### config.mk
export PLATFORM = sky130hd
export DESIGN_NAME = hrv_rmssd_stream_flat
export DESIGN_NICKNAME = d
export VERILOG_FILES = /design/src/rtl/hrv_rmssd_stream_if.sv /design/src/rtl/hrv_rmssd_stream.sv /design/src/flat_wrapper.sv
export SDC_FILE = /design/constraint.sdc
export NUM_CORES = 1
export LEC_CHECK = 0
export BUFFER_PORTS_ARGS = -buffer_cell sky130_fd_sc_hd__buf_2
export CORE_MARGIN = 4
export CORE_UTILIZATION = 45
export CTS_CLUSTER_SIZE = 14
export DETAILED_ROUTE_END_ITERATION = 10
export PLACE_DENSITY = 0.66
export SETUP_SLACK_MARGIN = 0.4
export SYNTH_ARGS = -nofsm -noshare
export SYNTH_HDL_FRONTEND = slang
export SYNTH_SLANG_ARGS = --single-unit
### constraint.sdc
create_clock -name clk -period 11.1 [get_ports clk]
set_input_delay 0 -clock clk [delete_from_list [all_inputs] [get_ports clk]]
set_output_delay 0 -clock clk [all_outputs]
set_load 0.05 [all_outputs]
### src/rtl/hrv_rmssd_stream_if.sv
// Bundle of the serial RR-interval input stream and the RMSSD result/status outputs.
// The master side drives the serial stream and clear; the slave side is the RMSSD engine.
interface hrv_rmssd_stream_if #(
    parameter int RR_W = 8
) ();
    logic            clr;
    logic            bit_in;
    logic            bit_valid;
    logic            rr_valid;
    logic [RR_W-1:0] rmssd_out;
    logic            done;
    logic            busy;
    logic            frame_err;
    logic            overrun;

    modport master (
        output clr, bit_in, bit_valid, rr_valid,
        input  rmssd_out, done, busy, frame_err, overrun
    );

    modport slave (
        input  clr, bit_in, bit_valid, rr_valid,
        output rmssd_out, done, busy, frame_err, overrun
    );
endinterface

### src/rtl/hrv_rmssd_stream.sv
// Streaming RMSSD engine: deserialises RR intervals into a circular buffer, accumulates squared
// successive differences, takes the mean and a bit-serial restoring integer square root.
module hrv_rmssd_stream #(
    parameter int RR_W = 8,
    parameter int WIN  = 8,
    parameter int MODE = 0
) (
    input  logic clk,
    input  logic rst,
    hrv_rmssd_stream_if.slave bus
);
    localparam int LOG2W  = $clog2(WIN);
    localparam int DEPTH  = WIN + 1;
    localparam int PTR_W  = $clog2(DEPTH);
    localparam int FILL_W = $clog2(DEPTH + 1);
    localparam int BC_W   = $clog2(RR_W);
    localparam int SUM_W  = 2 * RR_W + LOG2W;
    localparam int REM_W  = RR_W + 2;
    localparam int STEP_W = $clog2((WIN > RR_W) ? WIN : RR_W) + 1;

    localparam logic [BC_W-1:0]   BC_LAST   = BC_W'(RR_W - 1);
    localparam logic [PTR_W-1:0]  PTR_LAST  = PTR_W'(DEPTH - 1);
    localparam logic [FILL_W-1:0] FILL_FULL = FILL_W'(DEPTH);
    localparam logic [STEP_W-1:0] ACC_LAST  = STEP_W'(WIN - 1);
    localparam logic [STEP_W-1:0] ROOT_LAST = STEP_W'(RR_W - 1);

    typedef enum logic [1:0] {
        COLLECT = 2'd0,
        ACCUM   = 2'd1,
        ROOT    = 2'd2,
        OUT     = 2'd3
    } state_t;

    function automatic logic [RR_W-1:0] abs_diff(input logic [RR_W-1:0] a, input logic [RR_W-1:0] b);
        return (a >= b) ? (a - b) : (b - a);
    endfunction

    function automatic logic [PTR_W-1:0] ptr_inc(input logic [PTR_W-1:0] p);
        return (p == PTR_LAST) ? {PTR_W{1'b0}} : (p + PTR_W'(1));
    endfunction

    state_t              state_r;
    logic [BC_W-1:0]     bit_cnt_r;
    logic [RR_W-2:0]     word_r;
    logic [RR_W-1:0]     buf_r [DEPTH];
    logic [PTR_W-1:0]    wr_ptr_r;
    logic [PTR_W-1:0]    rd_ptr_r;
    logic [FILL_W-1:0]   fill_r;
    logic [STEP_W-1:0]   step_r;
    logic [SUM_W-1:0]    sum_r;
    logic [2*RR_W-1:0]   rad_r;
    logic [REM_W-1:0]    rem_r;
    logic [RR_W-1:0]     root_r;
    logic [RR_W-1:0]     rmssd_r;
    logic                done_r;
    logic                busy_r;
    logic                frame_err_r;
    logic                overrun_r;

    logic [RR_W-1:0]     word_s;
    logic                at_last_s;
    logic                complete_s;
    logic                frame_bad_s;
    logic                busy_s;
    logic                wr_s;
    logic                overrun_s;
    logic [FILL_W-1:0]   fill_inc_s;
    logic                start_s;
    logic [PTR_W-1:0]    rd_nxt_s;
    logic [RR_W-1:0]     d_s;
    logic [2*RR_W-1:0]   sq_s;
    logic [SUM_W-1:0]    sum_next_s;
    logic [2*RR_W-1:0]   mean_s;
    logic [REM_W+1:0]    rem_t_s;
    logic [REM_W+1:0]    trial_s;
    logic [REM_W+1:0]    rem_sub_s;
    logic                ge_s;

    // A word completes on its RR_W-th bit only when the end marker lands exactly there.
    assign word_s      = {word_r, bus.bit_in};
    assign at_last_s   = (bit_cnt_r == BC_LAST);
    assign complete_s  = bus.bit_valid & bus.rr_valid & at_last_s;
    assign frame_bad_s = bus.bit_valid & (bus.rr_valid ^ at_last_s);
    assign busy_s      = (state_r == ACCUM) | (state_r == ROOT);
    assign wr_s        = complete_s & ~busy_s & ~bus.clr;
    assign overrun_s   = complete_s & busy_s & ~bus.clr;
    assign fill_inc_s  = (fill_r == FILL_FULL) ? fill_r : (fill_r + FILL_W'(1));
    assign start_s     = wr_s & (fill_inc_s == FILL_FULL) & ((state_r == COLLECT) | (state_r == OUT));

    assign rd_nxt_s    = ptr_inc(rd_ptr_r);
    assign d_s         = abs_diff(buf_r[rd_nxt_s], buf_r[rd_ptr_r]);
    assign sq_s        = {{RR_W{1'b0}}, d_s} * {{RR_W{1'b0}}, d_s};
    assign sum_next_s  = sum_r + {{LOG2W{1'b0}}, sq_s};
    assign mean_s      = (2*RR_W)'(sum_next_s >> LOG2W);

    // One restoring square-root digit: bring down two radicand bits, try subtracting 4*root+1.
    assign rem_t_s     = {rem_r, rad_r[2*RR_W-1 -: 2]};
    assign trial_s     = {2'b00, root_r, 2'b01};
    assign ge_s        = (rem_t_s >= trial_s);
    assign rem_sub_s   = rem_t_s - trial_s;

    assign bus.rmssd_out = rmssd_r;
    assign bus.done      = done_r;
    assign bus.busy      = busy_r;
    assign bus.frame_err = frame_err_r;
    assign bus.overrun   = overrun_r;

    // Serial deserialiser: shifts MSB first and restarts after every completed or discarded word.
    always_ff @(posedge clk or posedge rst) begin
        if (rst) begin
            bit_cnt_r <= {BC_W{1'b0}};
            word_r    <= {(RR_W-1){1'b0}};
        end else if (bus.clr) begin
            bit_cnt_r <= {BC_W{1'b0}};
            word_r    <= {(RR_W-1){1'b0}};
        end else if (bus.bit_valid) begin
            word_r    <= word_s[RR_W-2:0];
            bit_cnt_r <= (bus.rr_valid | at_last_s) ? {BC_W{1'b0}} : (bit_cnt_r + BC_W'(1));
        end
    end

    // Sample storage; contents are don't-care until refilled, so no reset.
    always_ff @(posedge clk) begin
        if (wr_s) begin
            buf_r[wr_ptr_r] <= word_s;
        end
    end

    // Control FSM with its datapath registers and registered status outputs.
    always_ff @(posedge clk or posedge rst) begin
        if (rst) begin
            state_r     <= COLLECT;
            wr_ptr_r    <= {PTR_W{1'b0}};
            rd_ptr_r    <= {PTR_W{1'b0}};
            fill_r      <= {FILL_W{1'b0}};
            step_r      <= {STEP_W{1'b0}};
            sum_r       <= {SUM_W{1'b0}};
            rad_r       <= {(2*RR_W){1'b0}};
            rem_r       <= {REM_W{1'b0}};
            root_r      <= {RR_W{1'b0}};
            rmssd_r     <= {RR_W{1'b0}};
            done_r      <= 1'b0;
            busy_r      <= 1'b0;
            frame_err_r <= 1'b0;
            overrun_r   <= 1'b0;
        end else begin
            done_r      <= 1'b0;
            frame_err_r <= frame_bad_s & ~bus.clr;
            overrun_r   <= overrun_s;
            if (bus.clr) begin
                state_r <= COLLECT;
                fill_r  <= {FILL_W{1'b0}};
                step_r  <= {STEP_W{1'b0}};
                busy_r  <= 1'b0;
            end else begin
                if (wr_s) begin
                    wr_ptr_r <= ptr_inc(wr_ptr_r);
                    fill_r   <= fill_inc_s;
                end
                if (state_r == OUT) begin
                    rmssd_r <= root_r;
                    done_r  <= 1'b1;
                end
                // The slot after the one just written holds the oldest sample of the window.
                if (start_s) begin
                    state_r  <= ACCUM;
                    busy_r   <= 1'b1;
                    sum_r    <= {SUM_W{1'b0}};
                    step_r   <= {STEP_W{1'b0}};
                    rd_ptr_r <= ptr_inc(wr_ptr_r);
                end else begin
                    case (state_r)
                        COLLECT: begin
                            state_r <= COLLECT;
                        end
                        ACCUM: begin
                            sum_r    <= sum_next_s;
                            rd_ptr_r <= rd_nxt_s;
                            step_r   <= step_r + STEP_W'(1);
                            if (step_r == ACC_LAST) begin
                                state_r <= ROOT;
                                step_r  <= {STEP_W{1'b0}};
                                rad_r   <= mean_s;
                                rem_r   <= {REM_W{1'b0}};
                                root_r  <= {RR_W{1'b0}};
                            end
                        end
                        ROOT: begin
                            rem_r  <= ge_s ? REM_W'(rem_sub_s) : REM_W'(rem_t_s);
                            root_r <= {root_r[RR_W-2:0], ge_s};
                            rad_r  <= {rad_r[2*RR_W-3:0], 2'b00};
                            step_r <= step_r + STEP_W'(1);
                            if (step_r == ROOT_LAST) begin
                                state_r <= OUT;
                                busy_r  <= 1'b0;
                                step_r  <= {STEP_W{1'b0}};
                                if (MODE == 0) begin
                                    fill_r <= {FILL_W{1'b0}};
                                end
                            end
                        end
                        OUT: begin
                            state_r <= COLLECT;
                        end
                        default: begin
                            state_r <= COLLECT;
                            busy_r  <= 1'b0;
                        end
                    endcase
                end
            end
        end
    end
endmodule

### src/flat_wrapper.sv
// flat-port wrapper written by rule: the top's interface ports become plain ports
module hrv_rmssd_stream_flat 
#(
    parameter int RR_W = 8,
    parameter int WIN  = 8,
    parameter int MODE = 0
)
  (clk, rst, bus_clr, bus_bit_in, bus_bit_valid, bus_rr_valid, bus_rmssd_out, bus_done, bus_busy, bus_frame_err, bus_overrun);
  hrv_rmssd_stream_if #(.RR_W(RR_W)) bus_i ();
  input  logic clk;
  input  logic rst;
  input wire logic [$bits(bus_i.clr)-1:0] bus_clr;
  input wire logic [$bits(bus_i.bit_in)-1:0] bus_bit_in;
  input wire logic [$bits(bus_i.bit_valid)-1:0] bus_bit_valid;
  input wire logic [$bits(bus_i.rr_valid)-1:0] bus_rr_valid;
  output wire logic [$bits(bus_i.rmssd_out)-1:0] bus_rmssd_out;
  output wire logic [$bits(bus_i.done)-1:0] bus_done;
  output wire logic [$bits(bus_i.busy)-1:0] bus_busy;
  output wire logic [$bits(bus_i.frame_err)-1:0] bus_frame_err;
  output wire logic [$bits(bus_i.overrun)-1:0] bus_overrun;
  assign bus_i.clr = bus_clr;
  assign bus_i.bit_in = bus_bit_in;
  assign bus_i.bit_valid = bus_bit_valid;
  assign bus_i.rr_valid = bus_rr_valid;
  assign bus_rmssd_out = bus_i.rmssd_out;
  assign bus_done = bus_i.done;
  assign bus_busy = bus_i.busy;
  assign bus_frame_err = bus_i.frame_err;
  assign bus_overrun = bus_i.overrun;
  hrv_rmssd_stream #(.RR_W(RR_W), .WIN(WIN), .MODE(MODE)) u_core (.clk(clk), .rst(rst), .bus(bus_i));
endmodule
==> metrics.csv <==
stage,metric,value,unit
yosys,yosysWarnings,0,
final_layout,fill_cells,2168,
global_route,antenna_found_initial,0,
clock_tree,cts_tree,yes,
setup_path,crit_fanout,19,
floorplan,std_cell_rows,57,
placed_design,io_buffers,17,
global_route,overflow,0,
yosys,synth.most_common_cell,inv_1,
final_layout,stdcell_area,12100,µm²
detailed_routing,drc,0,
min_path,hp-class,in -> reg,
yosys,async_flop_share,56.4,%
placed_design,place_area,11400,µm²
timing,timing.setup.tns,0,ns
placed_design,place_ws,1.71,ns
yosys,avgSynthCellArea,10.6,µm²
timing,setup_viol,0,
run_status,status,"finished, final reports clean",
final_layout,fin_nets,1173,
setup_path,crit_type,reg -> reg,
setup_path,crit_top_cell,fa_1,
timing,hold_viol,0,
yosys,synth_top_cell_area_share,21.1,%
final_layout,areaGrowthSynthToFinish,9.30,%
setup_path,crit_path_end_kind,flip-flop,
clock_tree,htree_levels,4,
global_route,grt_pass1_wl,37800,µm
setup_path,required,11.47,ns
detailed_routing,routedWlPerCell,16.1,µm
yosys,synth_top_flop_cell,dfrtp_1,
clock_tree,cts.path.max_buffers,2,
timing,fin_crit,9.34,ns
global_route,grt_pass1_vias,7409,
yosys,mappedNetlistArea,11000,µm²
timing,skew,0.0121,ns
timing,slew_violations,0,
clock_tree,ctsResizeCount,0,
placed_design,dpl.hpwl,16300,µm
yosys,synthTopCellsByCount,"inv_1 (111), nand2_1 (102), dfrtp_1 (93)",
yosys,syn_inst,1036,
yosys,synthTopCellsByArea,"dfrtp_1 (21%), edfxtp_1 (20%), ha_1 (9.4%)",
detailed_routing,vias_per_cell,5.36,
timing,relSlewSlack,43.7,%
global_route,grt_max_degree,54,
setup_path,max_stage_delay,0.57,ns
detailed_routing,firstDrtPassIters,5,
clock_tree,cts_sinks,165,
placed_design,gp_congestion,0.843,
timing,worst_pin_slew,0.845,ns
yosys,ys_types,65,
timing,rsz0062_at_grt,false,
detailed_routing,drt-total-wl,22200,µm
detailed_routing,drtAntennaViolNets,0,
flow_run,cap_viol_max_count,0,
global_route,grt_use_total,17.4,%
setup_path,cp_slowest_cell,fa_1,
floorplan,die_h,165,µm
detailed_routing,vias,7401,
final_layout,drive_above_1_share,10.6,%
clock_tree,clk-insertion-delay-late,0.43,ns
final_layout,antenna_cells,0,
floorplan,io-pin-count,18,
timing,period_share,84.2,%
clock_tree,clk_transition_reported_paths,0.07,ns
final_layout,fin_util,49.7,%
yosys,syn_nets,1166,
floorplan,fp.coreArea,24200,µm²
timing,setup_ws,1.76,ns
yosys,synth_edf_count,72,
setup_path,crit_arrival,9.71,ns
floorplan,die_x,165,µm
timing,fmax,0.107,GHz
setup_path,cp-start-kind,flip-flop,
clock_tree,cts_buffers,17,
yosys,yosys.area.top_type,dfrtp_1,
floorplan,start_util,45.5,%
clock_tree,clockRootBuffer,clkbuf_16,
setup_path,crit_buf_inv,5,
detailed_routing,first_iter_violations,545,
setup_path,critPathTopFamily,adder cells,
yosys,seq_area_frac_synth,40.7,%
floorplan,die-area,27100,µm²
yosys,ys_seq_elements,165,
repair_timing:
item / CTS / global route
hold endpoints to repair: 53 / 0
setup buffers: 0 / 0
hold buffers: 4 / 0
cell families (layout without fill, tap and decap cells):
family | after synthesis | count (layout) | share of synthesized area, %
AOI/OAI and AO/OA | 200 | 200 | 11.5
xor gates and xnor gates | 32 | 32 | 2.68
adders and majority gates | 124 | 124 | 16.9
DFF | 165 | 165 | 40.7
and+or+nand+nor | 274 | 274 | 11.4
muxes | 85 | 85 | 11.4
buffers and inverters | 156 | 176 | 5.53
cells in the final DEF, fill, tap and decap left out, types with 17 or more instances in the layout:
cell type  instances
inv_1            110
nand2_1          102
dfrtp_1           93
ha_1              83
nor2_1            78
edfxtp_1          72
o21ai_0           66
a21oi_1           50
mux2i_1           48
fa_1              41
mux4_2            32
nand3_1           22
xnor2_1           21
a21o_1            18
nand2b_1          17
clkbuf_16         17
buf_2             17
registers in the layout (all words and copies together) (netlist names):
name and count:
u_core.bit_cnt_r 3, u_core.buf_r 72, u_core.bus.busy 1, u_core.bus.done 1, u_core.bus.frame_err 1, u_core.bus.overrun 1, u_core.bus.rmssd_out 8, u_core.fill_r 4
u_core.rad_r 16, u_core.rd_ptr_r 4, u_core.rem_r 10, u_core.root_r 8, u_core.state_r 2, u_core.step_r 4, u_core.sum_r 19, u_core.word_r 7
u_core.wr_ptr_r 4
final timing paths:
kind,start,to,slack (ns),cells after the start
worst min register to register,u_core.rad_r[11]$_DFFE_PP0P_,u_core.rad_r[11]$_DFFE_PP0P_,0.49,2
worst max register to register,u_core.rd_ptr_r[1]$_DFFE_PP0P_,u_core.rad_r[15]$_DFFE_PP0P_,1.76,32
worst min-delay path,bus_clr,u_core.word_r[1]$_DFFE_PP0P_,0.03,2
worst max-delay path,u_core.rd_ptr_r[1]$_DFFE_PP0P_,u_core.rad_r[15]$_DFFE_PP0P_,1.76,32
min in group asynchronous,rst,u_core.word_r[1]$_DFFE_PP0P_,0.14,3
max in group asynchronous,rst,u_core.sum_r[8]$_DFFE_PP0P_,9.84,4
through the flow:
stage	cells	hold slack (ns)
CTS	1380	0.0182
global route	1380	0.0544
detailed placement	1344	0.0735
global placement	1344	0.0747
finish	1380	0.0251
floorplan	1036	0.0989
metal layers:
metal  vias up  global-route usage [%]  share of wire (%)
met1      3625                    24.8                 48
met5         -                       0                  0
li1       3625                       -                  -
met4         0                    4.27                1.2
met3        20                    2.62                3.4
met2       131                    28.3                 48
final cells by class:
| class | count | area, µm² | share of cell area, % |
|---|---|---|---|
| multi-input cells | 715 | 5940 | 49.3 |
| clock inverters | 15 | 164 | 1.36 |
| well taps | 324 | 405 | 3.36 |
| repair buffers | 33 | 215 | 1.78 |
| inverters | 111 | 419 | 3.48 |
| clock buffers | 17 | 425 | 3.53 |
| flip-flops and latches | 165 | 4490 | 37.2 |
Power is not shown: default switching activity piles up to over one toggle a cycle in this logic, so the estimate is an artifact.
